<file path="config.mk">
export PLATFORM = sky130hd
export DESIGN_NAME = fetch_ctrl
export DESIGN_NICKNAME = d
export VERILOG_FILES = /design/src/rtl/fetch_ctrl.sv
export SDC_FILE = /design/constraint.sdc
export NUM_CORES = 1
export LEC_CHECK = 0
export BUFFER_PORTS_ARGS = -buffer_cell sky130_fd_sc_hd__buf_2
export CORE_AREA = 2 2 52 54
export CTS_CLUSTER_SIZE = 10
export DETAILED_ROUTE_END_ITERATION = 16
export DIE_AREA = 0 0 54 56
export PLACE_DENSITY = 0.87
export RECOVER_POWER = 25
export SLEW_MARGIN = 0
export SYNTH_ARGS = -nofsm -noshare
export SYNTH_HDL_FRONTEND = slang
export SYNTH_SLANG_ARGS = --single-unit
</file>
<file path="constraint.sdc">
create_clock -name clk -period 2.35 [get_ports clk]
set_input_delay 0.235 -clock clk [delete_from_list [all_inputs] [get_ports clk]]
set_output_delay 0.235 -clock clk [all_outputs]
set_load 0.005 [all_outputs]
</file>
<file path="src/rtl/fetch_ctrl.sv">
`default_nettype none
// ============================================================================
// fetch_ctrl : instruction-fetch sequencer (PC -> instruction memory -> decode)
// Rev 1.0
// ============================================================================
module fetch_ctrl #(
  parameter int ADDR_W  = 5,
  parameter int INSTR_W = 8
) (
  input  logic               clk,
  input  logic               rst,
  input  logic               en,
  input  logic [ADDR_W-1:0]  pc_addr,
  output logic               pc_we,
  output logic [ADDR_W-1:0]  pc_in,
  output logic               imem_req,
  output logic [ADDR_W-1:0]  imem_addr,
  input  logic               imem_ack,
  input  logic [INSTR_W-1:0] imem_data,
  output logic [INSTR_W-1:0] instr,
  output logic [ADDR_W-1:0]  instr_pc,
  output logic               instr_valid,
  input  logic               instr_ready,
  input  logic               redirect,
  input  logic [ADDR_W-1:0]  redirect_addr
);

  typedef enum logic [1:0] {
    S_IDLE  = 2'd0,
    S_FETCH = 2'd1,
    S_DRAIN = 2'd2,
    S_HOLD  = 2'd3
  } state_t;

  state_t               r_state;
  state_t               w_state_nxt;
  logic                 r_req;
  logic                 w_req_nxt;
  logic [ADDR_W-1:0]    r_addr;
  logic [ADDR_W-1:0]    w_addr_nxt;
  logic [INSTR_W-1:0]   r_instr;
  logic [INSTR_W-1:0]   w_instr_nxt;
  logic [ADDR_W-1:0]    r_instr_pc;
  logic [ADDR_W-1:0]    w_instr_pc_nxt;
  logic                 r_valid;
  logic                 w_valid_nxt;
  logic                 w_start;
  logic [ADDR_W-1:0]    w_pc_inc;

  assign w_start  = en && !redirect;
  assign w_pc_inc = r_addr + ADDR_W'(1);

  always_ff @(posedge clk or negedge rst) begin
    if (!rst) begin
      r_state    <= S_IDLE;
      r_req      <= 1'b0;
      r_addr     <= '0;
      r_instr    <= '0;
      r_instr_pc <= '0;
      r_valid    <= 1'b0;
    end else begin
      r_state    <= w_state_nxt;
      r_req      <= w_req_nxt;
      r_addr     <= w_addr_nxt;
      r_instr    <= w_instr_nxt;
      r_instr_pc <= w_instr_pc_nxt;
      r_valid    <= w_valid_nxt;
    end
  end

  always_comb begin
    w_state_nxt    = r_state;
    w_req_nxt      = r_req;
    w_addr_nxt     = r_addr;
    w_instr_nxt    = r_instr;
    w_instr_pc_nxt = r_instr_pc;
    w_valid_nxt    = r_valid;
    pc_we          = 1'b0;
    pc_in          = w_pc_inc;

    case (r_state)
      S_IDLE: begin
        if (w_start) begin
          w_req_nxt   = 1'b1;
          w_addr_nxt  = pc_addr;
          w_state_nxt = S_FETCH;
        end
      end
      S_FETCH: begin
        if (redirect) begin
          // A redirected fetch that has not completed must still be drained
          if (imem_ack) begin
            w_req_nxt   = 1'b0;
            w_state_nxt = S_IDLE;
          end else begin
            w_state_nxt = S_DRAIN;
          end
        end else if (imem_ack) begin
          pc_we          = 1'b1;
          pc_in          = w_pc_inc;
          w_instr_nxt    = imem_data;
          w_instr_pc_nxt = r_addr;
          w_valid_nxt    = 1'b1;
          w_req_nxt      = 1'b0;
          w_state_nxt    = S_HOLD;
        end
      end
      S_DRAIN: begin
        if (imem_ack) begin
          w_req_nxt   = 1'b0;
          w_state_nxt = S_IDLE;
        end
      end
      S_HOLD: begin
        if (redirect) begin
          w_valid_nxt = 1'b0;
          w_state_nxt = S_IDLE;
        end else if (instr_ready) begin
          w_valid_nxt = 1'b0;
          if (en) begin
            w_req_nxt   = 1'b1;
            w_addr_nxt  = pc_addr;
            w_state_nxt = S_FETCH;
          end else begin
            w_state_nxt = S_IDLE;
          end
        end
      end
      default: begin
        w_state_nxt = S_IDLE;
      end
    endcase

    // Redirect always owns the PC write, overriding any increment
    if (redirect) begin
      pc_we = 1'b1;
      pc_in = redirect_addr;
    end
  end

  assign imem_req    = r_req;
  assign imem_addr   = r_addr;
  assign instr       = r_instr;
  assign instr_pc    = r_instr_pc;
  assign instr_valid = r_valid;

endmodule
`default_nettype wire

</file>
==> metrics.txt, run 1 <==
status=finished clean; cell area after synthesis=0.00118 sq mm; die height=56 um; Hold Startpoint=imem_data[6]; Synth top area share=46.5%; Resize count post-CTS=0; final net count=182; clock latency on the worst-skew pair=0.31 ns; CP endpoint kind=output pin; vias=942; hpwl dp=1980 um; actual slew at the worst max-slew pin=1.14 ns; Worst-path clk slew=0.12 ns; CORE AREA=0.00243 sq mm; Final Max Slew Viols=0; GRT Residual Overflow=0; Required @ worst endpoint=2.12 ns; hold crit path type=input pin to flop; register area share after synthesis=46.5%; CP Class=flop to output pin; Max Root-Sink Buffers=2; Distinct cells, synth=28; TritonCTS buffer count=3; register area=551 sq um; CP max FO=6; Critical Path Sink=pc_in[4]; Synth warnings=0; vias in the first global route=947; boundary pin count=50; First-pass DRT Iterations=7; CP Launch Point=imem_addr[0]; commonest non-fill, non-tap cell in the layout=buf_2; Die ar.=0.00302 sq mm; clk sinks=22; post-DR vias/cell=5.26; syn nets=130; Die Wd=54 um; R2R cell count=5; # setup viols final=0; CTS Root Cell=clkbuf_4; Filler Cell Count=217; synth top area cells=dfrtp_1, mux2_2, ha_1; final hold vios=0; Post-CTS Setup Bufs=0; top cell type by total area after synthesis=dfrtp_1; CTS Hold Bufs=1; RSZ-0062 raised after global routing=no; R2R Setup Slk=0.60 ns; routed len/inst=14.2 um; CTS tree=done; layout cells sized above 1=51.7%; initial core utilization=48.7%; pre-CTS setup slack=0.619 ns; #FFs+latches synth=22; post-route ant nets=0; std cell rows=18; Setup Total Neg Slack=0 ns; routability cong.=0.881; Peak Freq=566 MHz; leakage power total=0.000739 uW; initial antenna violation count=0; fin crit period=1.77 ns; RR Endpoint=instr[2]; Detailed Route Iter0 Violations=7; Port Buffer Count=49; Worst Skew=0.00918 ns; Mapped Cells=98; Inserted Diodes=0; H-tree lvl count=1; Total GRT Usage=18.7%; max capacitance violation total=0; setup slack after layout=0.583 ns; DRC Markers=0; CP startpoint kind=flop; VDD IR-drop max=0.000776 V; Pwr per Cell Area=1180 mW/mm^2; routed wire length=2540 um; synthesis-to-layout area growth=25.5%; post-route clock period utilization=75.2%; Rel. slew slack=23.7%; multi-input logic area=592 sq um; worst reg2reg startpoint=r_state[1]; largest net degree at the start of global routing=23; WP data arrival=1.53 ns; first-pass GRT wire length=4210 um; leading cell types in the layout, fill and taps excluded=buf_2, dfrtp_1, mux2_2; synthesized area per cell=12.1 sq um
-- Yosys cell counts, drive strengths merged --
master,instances
a211oi,1
a21o,1
a21oi,3
xnor2,1
buf,2
xor2,2
nor3b,3
o22ai,1
mux2i,3
ha,8
clkbuf,1
dfrtp,22
o21ai,5
a22oi,1
o2bb2ai,1
mux2,19
a311o,1
nor2,5
nand2,8
inv,4
nand2b,2
nand3,3
nor2b,1
-- critical path, stage by stage (launching register included) --
cell     delay [ns]
dfrtp_1        0.46
ha_1           0.22
nand3_1        0.10
xor2_1         0.16
o21ai_0        0.15
buf_2          0.14
-- how the worst min path moves through the flow --
| stage | to | slack [ns] | depth (start not counted) |
|---|---|---|---|
| floorplan | imem_addr[0] | -0.06 | 0 |
| global placement | instr[5] | 0.21 | 1 |
| detailed placement | instr[2] | 0.22 | 1 |
| CTS | imem_addr[3] | 0.14 | 2 |
| global route | instr[6] | 0.14 | 2 |
| finish | instr[6] | 0.15 | 2 |
-- area by class of cell --
type	instances	share of cell area, %
Clock buffer	4	2.44
Multi-Input combinational cell	69	39.8
Timing Repair Buffer	50	17.1
Inverter	4	1.01
Sequential cell	22	37.1
Tap cell	30	2.53
-- sequential cells by signal, summed over array words and instances (netlist names) --
signal and cells:
imem_addr 5, instr_valid 1, instr_pc 5, imem_req 1
instr 8, r_state 2
-- layer usage --
| metal | wire (um) | share of wire, % | vias up | track usage (%) |
|---|---|---|---|---|
| li1 | - | - | 444 | - |
| met1 | 1040 | 41 | 449 | 24.9 |
| met2 | 1240 | 49 | 43 | 28.9 |
| met5 | 0 | 0 | - | 0 |
| met3 | 197 | 7.8 | 6 | 2.69 |
| met4 | 61 | 2.4 | 0 | 9.64 |
-- report_power, final --
group / switching [uW] / total, uW / internal (uW)
combinational: 373 / 836 / 463
sequential: 149 / 715 / 566
clock: 111 / 206 / 94.8
-- logic make-up after synthesis --
kind of cell,Yosys count,share of synthesized area [%]
flops,22,46.5
buf+inv,7,3.49
compound gates,14,7.72
xor+xnor,3,2.22
mux,22,20.6
simple gates,22,11.0
fa+ha+maj,8,8.46
-- metrics by stage --
| step | cell area, sq um | utilization [%] | hold slack (ns) | total power [uW] | instances |
|---|---|---|---|---|---|
| global placement | 1440 | 59.2 | 0.210 | 1500 | 174 |
| finish | 1490 | 61.1 | 0.146 | 1760 | 179 |
| floorplan | 1180 | - | -0.0606 | 1210 | 98 |
| CTS | 1490 | 61.1 | 0.136 | 1780 | 179 |
| global route | 1490 | 61.1 | 0.136 | 1900 | 179 |
| detailed placement | 1440 | 59.2 | 0.220 | 1560 | 174 |
(Power assumes the default switching activity.)
==> inputs of run 2 (changes only) <==
- CORE_AREA: 2 2 52 54 -> 2 2 54 56
- DIE_AREA: 0 0 54 56 -> 0 0 56 58
- PLACE_DENSITY: 0.87 -> 0.81
- clock period: 2.35 -> 1.7 ns (I/O delays scaled with it)
==> metrics.txt, run 2 (synthesized netlist as in run 1, its figures left out) <==
status=finished clean; Required @ worst endpoint=1.53 ns (-0.59 ns); CTS Root Cell=clkbuf_4; Hold Startpoint=pc_addr[1]; Die Wd=56 um (+3.7%); Inserted Diodes=0 (unchanged); max capacitance violation total=0 (unchanged); largest net degree at the start of global routing=23 (unchanged); # setup viols final=0 (unchanged); CTS tree=done; VDD IR-drop max=0.00109 V (+41%); GRT Residual Overflow=0 (unchanged); CP max FO=6 (unchanged); fin crit period=1.63 ns; TritonCTS buffer count=3 (unchanged); CP Launch Point=imem_addr[0]; Pwr per Cell Area=1620 mW/mm^2 (+37%); Final Total Pwr=2430 uW (+38%); CP endpoint kind=output pin; Peak Freq=614 MHz; routability cong.=0.854 (-3.2%); clock latency on the worst-skew pair=0.30 ns (about the same); Rel. slew slack=21.7% (-2.1 points); std cell rows=19 (+1); post-DR vias/cell=5.11 (-2.9%); CP startpoint kind=flop; post-route ant nets=0 (unchanged); CP Class=flop to output pin; synthesis-to-layout area growth=26.2%; Port Buffer Count=49 (unchanged); Die ar.=0.00325 sq mm (+7.4%); final net count=183 (+0.55%); Total GRT Usage=16.5% (-2.2 points); commonest non-fill, non-tap cell in the layout=buf_2; H-tree lvl count=1 (unchanged); actual slew at the worst max-slew pin=1.17 ns (+0.0309 ns); Final Max Slew Viols=0 (unchanged); vias in the first global route=959 (+1.3%); hold crit path type=input pin to flop; layout cells sized above 1=56.4% (+4.7 points); design area=0.00149 sq mm (+0.59%); final hold vios=0 (unchanged); post-route clock period utilization=95.8%; initial antenna violation count=0 (unchanged); Worst Skew=0.00460 ns (-0.00458 ns); DRC Markers=0 (unchanged); CORE AREA=0.00266 sq mm (+9.5%); max reg flops=8 (unchanged); vias=920 (-2.3%); routed len/inst=14.3 um (+1.1%); Setup Total Neg Slack=0 ns (unchanged); leading cell types in the layout, fill and taps excluded=buf_2, mux2_2, dfrtp_1; worst reg2reg startpoint=r_state[0]; Detailed Route Iter0 Violations=17 (+10); routed wire length=2580 um (+1.6%); initial core utilization=44.5% (-4.2 points); hpwl dp=2060 um (+3.8%); WP data arrival=1.46 ns (-0.07 ns); Placed Area=0.00144 sq mm (about the same); clk sinks=22 (unchanged); Max Root-Sink Buffers=2 (unchanged); boundary pin count=50 (unchanged); Worst-path clk slew=0.12 ns (about the same); First-pass DRT Iterations=4 (-3); die height=58 um (+3.6%); leakage power total=0.000736 uW (-0.36%); first-pass GRT wire length=4260 um (+1.1%)
run 2: final timing paths:
| check | endpoint | slack [ns] | cells after the start |
|---|---|---|---|
| max in group asynchronous | r_state[1] | 0.30 | 2 |
| worst min-delay path | imem_addr[1] | 0.1 | 2 |
| worst max-delay path | pc_in[1] | 0.07 | 3 |
| min in group asynchronous | instr_pc[3] | 0.62 | 2 |
| worst min register to register | imem_req | 0.51 | 1 |
| worst max register to register | imem_addr[0] | 0.09 | 5 |
run 2: where the power goes:
part	internal, uW	switching, uW
Clock	82.6	148
Combinational	669	533
Sequential	789	203
Total	1540	884
run 2: timing repair:
item                       CTS  global route
pin swaps                    0             1
resized for setup            2             8
hold buffers                 1             0
cloned                       0             0
setup endpoints to repair    5            20
buffers inserted             0             1
hold endpoints to repair    22             0
run 2: worst max-delay path: stages, from the launching register on:
cell and delay [ns]:
dfrtp_2 0.47, ha_1 0.31, mux2_2 0.26, buf_2 0.12
run 2: routing by layer:
metal	track usage, %	share of wire (%)
met1	19.1	40
met5	0	0
met4	6.12	0.89
met2	30.1	51
met3	3.57	8.2
run 2: stage by stage:
step | hold WS (ns) | std cells | setup WS, ns | util, %
floorplan | -0.126 | 98 | 0.191 | -
global placement | 0.140 | 175 | 0.0891 | 54.1
detailed placement | 0.155 | 175 | 0.00820 | 54.1
CTS | 0.0910 | 179 | 0.0206 | 55.5
global route | 0.0929 | 180 | -0.00649 | 56.1
finish | 0.0963 | 180 | 0.0718 | 56.1
run 2: final cells by class:
cell class / count / area, sq um
timing repair buffer: 51 / 262
fill: 245 / 1170
inverter: 4 / 15.0
tap: 31 / 38.8
sequential: 22 / 554
multi-input combinational: 69 / 602
clock buffer: 3 / 22.5
==> inputs of run 3 (changes only) <==
- ABC_AREA: default -> 1
- CORE_AREA: 2 2 54 56 -> 2 2 78 43
- DIE_AREA: 0 0 56 58 -> 0 0 80 45
- PLACE_DENSITY: 0.81 -> 0.82
==> metrics.txt, run 3 <==
status=finished clean; Placed Area=0.00159 sq mm (+10%); CP endpoint kind=output pin; CTS tree=done; Peak Freq=642 MHz (+4.6%); RSZ-0062 raised after global routing=no; main flop type after synthesis=dfrtp_1; Required @ worst endpoint=1.53 ns (about the same); Distinct cells, synth=20 (-29%); H-tree lvl count=1 (unchanged); boundary pin count=50 (unchanged); layout cells sized above 1=40.0% (-16 points); actual slew at the worst max-slew pin=0.481 ns (-0.694 ns); Worst Skew=0.00737 ns (+0.00277 ns); worst-case hold slack=0.141 ns (+0.0442 ns); max reg flops=8 (unchanged); Synth top area share=41.5% (-5.0 points); Comb pwr share=45.9% (-3.7 points); leakage power total=0.000929 uW (+26%); Synth top cells by count=nand2_1, dfrtp_1, inv_1, o21ai_2; GRT Residual Overflow=0 (unchanged); routed len/inst=11.3 um (-21%); Total GRT Usage=17.7% (+1.2 points); Mapped Cells=159 (+62%); switching part of the total=39.4% (+2.9 points); TritonCTS buffer count=3 (unchanged); core occupancy in the finished layout=58.2% (+2.1 points); Switching Power=1070 uW (+21%); WP data arrival=1.39 ns (-0.07 ns); Int Pwr=1640 uW (+6.6%); Detailed Route Iter0 Violations=45 (+28); fin crit period=1.56 ns (-0.0712 ns); First-pass DRT Iterations=4 (unchanged); Die ar.=0.00360 sq mm (+11%); top cell type by total area after synthesis=dfrtp_1; post-route ant nets=0 (unchanged); Reg power frac=36.4% (-4.5 points); #FFs+latches synth=22 (unchanged); routed wire length=2820 um (+9.2%); Worst-path clk slew=0.08 ns (-0.04 ns); met2 usage=25.7% (-4.4 points); std cell rows=14 (-5); syn nets=191 (+47%); clk sinks=22 (unchanged); cell area after synthesis=0.00133 sq mm (+12%); Die Wd=80 um (+43%); routability cong.=0.953 (+12%); Filler Cell Count=289 (+18%); synthesis-to-layout area growth=25.9%; CP startpoint kind=flop; register area share after synthesis=41.5% (-5.0 points); most frequent cell after synthesis=nand2_1; Max Root-Sink Buffers=2 (unchanged); vias in the first global route=1034 (+7.8%); Port Buffer Count=49 (unchanged); initial antenna violation count=0 (unchanged); initial core utilization=46.2% (+1.8 points); Synth warnings=0 (unchanged); # setup viols final=0 (unchanged); CTS Root Cell=clkbuf_8; DRC Markers=0 (unchanged); CORE AREA=0.00287 sq mm (+7.9%); hold crit path type=input pin to flop; Setup Total Neg Slack=0 ns (unchanged); final hold vios=0 (unchanged); die height=45 um (-22%); Pwr per Cell Area=1620 mW/mm^2 (-0.20%); asr flop ratio synth=100% (unchanged); commonest non-fill, non-tap cell in the layout=buf_2; hpwl dp=2260 um (+9.5%); met1 GRT Util=27.3% (+8.2 points); vias=1174 (+28%); VDD IR-drop max=0.000933 V (-15%); CP Class=flop to output pin; synthesized area per cell=8.35 sq um (-31%); synth top area cells=dfrtp_1, nand2_1, o21ai_2; first-pass GRT wire length=4820 um (+13%); Rel. slew slack=67.9% (+46 points); post-route clock period utilization=91.6% (-4.2 points); Clk pwr share=17.7% (+8.2 points); busiest grt layer=met1; Inserted Diodes=0 (unchanged); Post-CTS Setup Bufs=0 (unchanged); final net count=243 (+33%); largest net degree at the start of global routing=27 (+17%); leading cell types in the layout, fill and taps excluded=buf_2, nand2_1, dfrtp_1; Final Max Slew Viols=0 (unchanged); design area=0.00167 sq mm (+12%); post-DR vias/cell=4.70 (-8.1%); max capacitance violation total=0 (unchanged); clock latency on the worst-skew pair=0.26 ns (-0.04 ns); EDFF count, synth=0 (unchanged); GR Util met3=5.00% (+1.4 points); CP max FO=6 (unchanged)
[run 3: changes by cell type in the layout (fill, tap and decap cells not counted), sizes merged, moves of 2 or more]
cell	delta
nand4	+8
xor2	-2
mux2	-19
o21ai	+15
nand2b	-2
nor3b	-3
inv	+20
nand3	+7
nand2	+45
mux2i	-3
[run 3: timing repair]
| action | CTS | global route |
|---|---|---|
| hold buffers | 1 | 0 |
| endpoints found under the setup margin | 0 | 1 |
| resized for setup | 0 | 1 |
| hold endpoints to repair | 22 | 0 |
[run 3: power by group through the flow]
stage | combinational (uW) | sequential (uW) | clock [uW]
5_1_grt | 1420 | 1030 | 525
3_3_place_gp | 1220 | 991 | 0
3_5_place_dp | 1260 | 992 | 0
2_1_floorplan | 805 | 985 | 0
6_report | 1240 | 986 | 479
4_1_cts | 1260 | 987 | 498
[run 3: cell families after synthesis]
kind of cell,count (synthesis),synth area share [%]
simple gates,77,27.1
xor+xnor,1,0.660
flops,22,41.5
compound gates,23,13.4
fa+ha+maj,8,7.54
buf+inv,28,9.90
[run 3: final cells by class]
type | instances | area, sq um | share of cell area [%]
Inverter | 24 | 90.1 | 5.39
Multi-Input combinational cell | 109 | 646 | 38.6
Sequential cell | 22 | 552 | 33.0
Timing Repair Buffer | 51 | 263 | 15.7
Clock inverter | 1 | 30.0 | 1.80
Clock buffer | 3 | 41.3 | 2.47
Tap cell | 40 | 50.0 | 2.99
[run 3: metrics by stage]
stage               total power, uW  setup WS, ns  std cells
global placement               2210         0.267        245
finish                         2710         0.143        250
CTS                            2750        0.0692        250
floorplan                      1790         0.411        159
global route                   2980       0.00714        250
detailed placement             2250         0.191        245
[run 3: metal layers]
layer	part of all wire, %	routed length [um]
met1	52	1460
met2	40	1130
met3	8.1	229
met4	0	0
met5	0	0
[run 3: final timing paths]
kind,start,end,slack (ns),cells past startpoint
setup / recovery,imem_addr[0],pc_in[4],0.14,5
hold / removal,imem_data[6],instr[6],0.14,3
setup reg to reg,r_state[1],instr[4],0.20,6
hold reg to reg,instr_valid,instr_valid,0.47,2
max in group asynchronous,rst,imem_addr[0],0.95,2
min in group asynchronous,rst,imem_addr[2],0.39,2
[run 3: critical path, stage by stage (launching register included)]
cell	delay [ns]
dfrtp_2	0.46
ha_1	0.26
nand3_1	0.09
a21oi_1	0.07
a21oi_1	0.13
buf_2	0.13
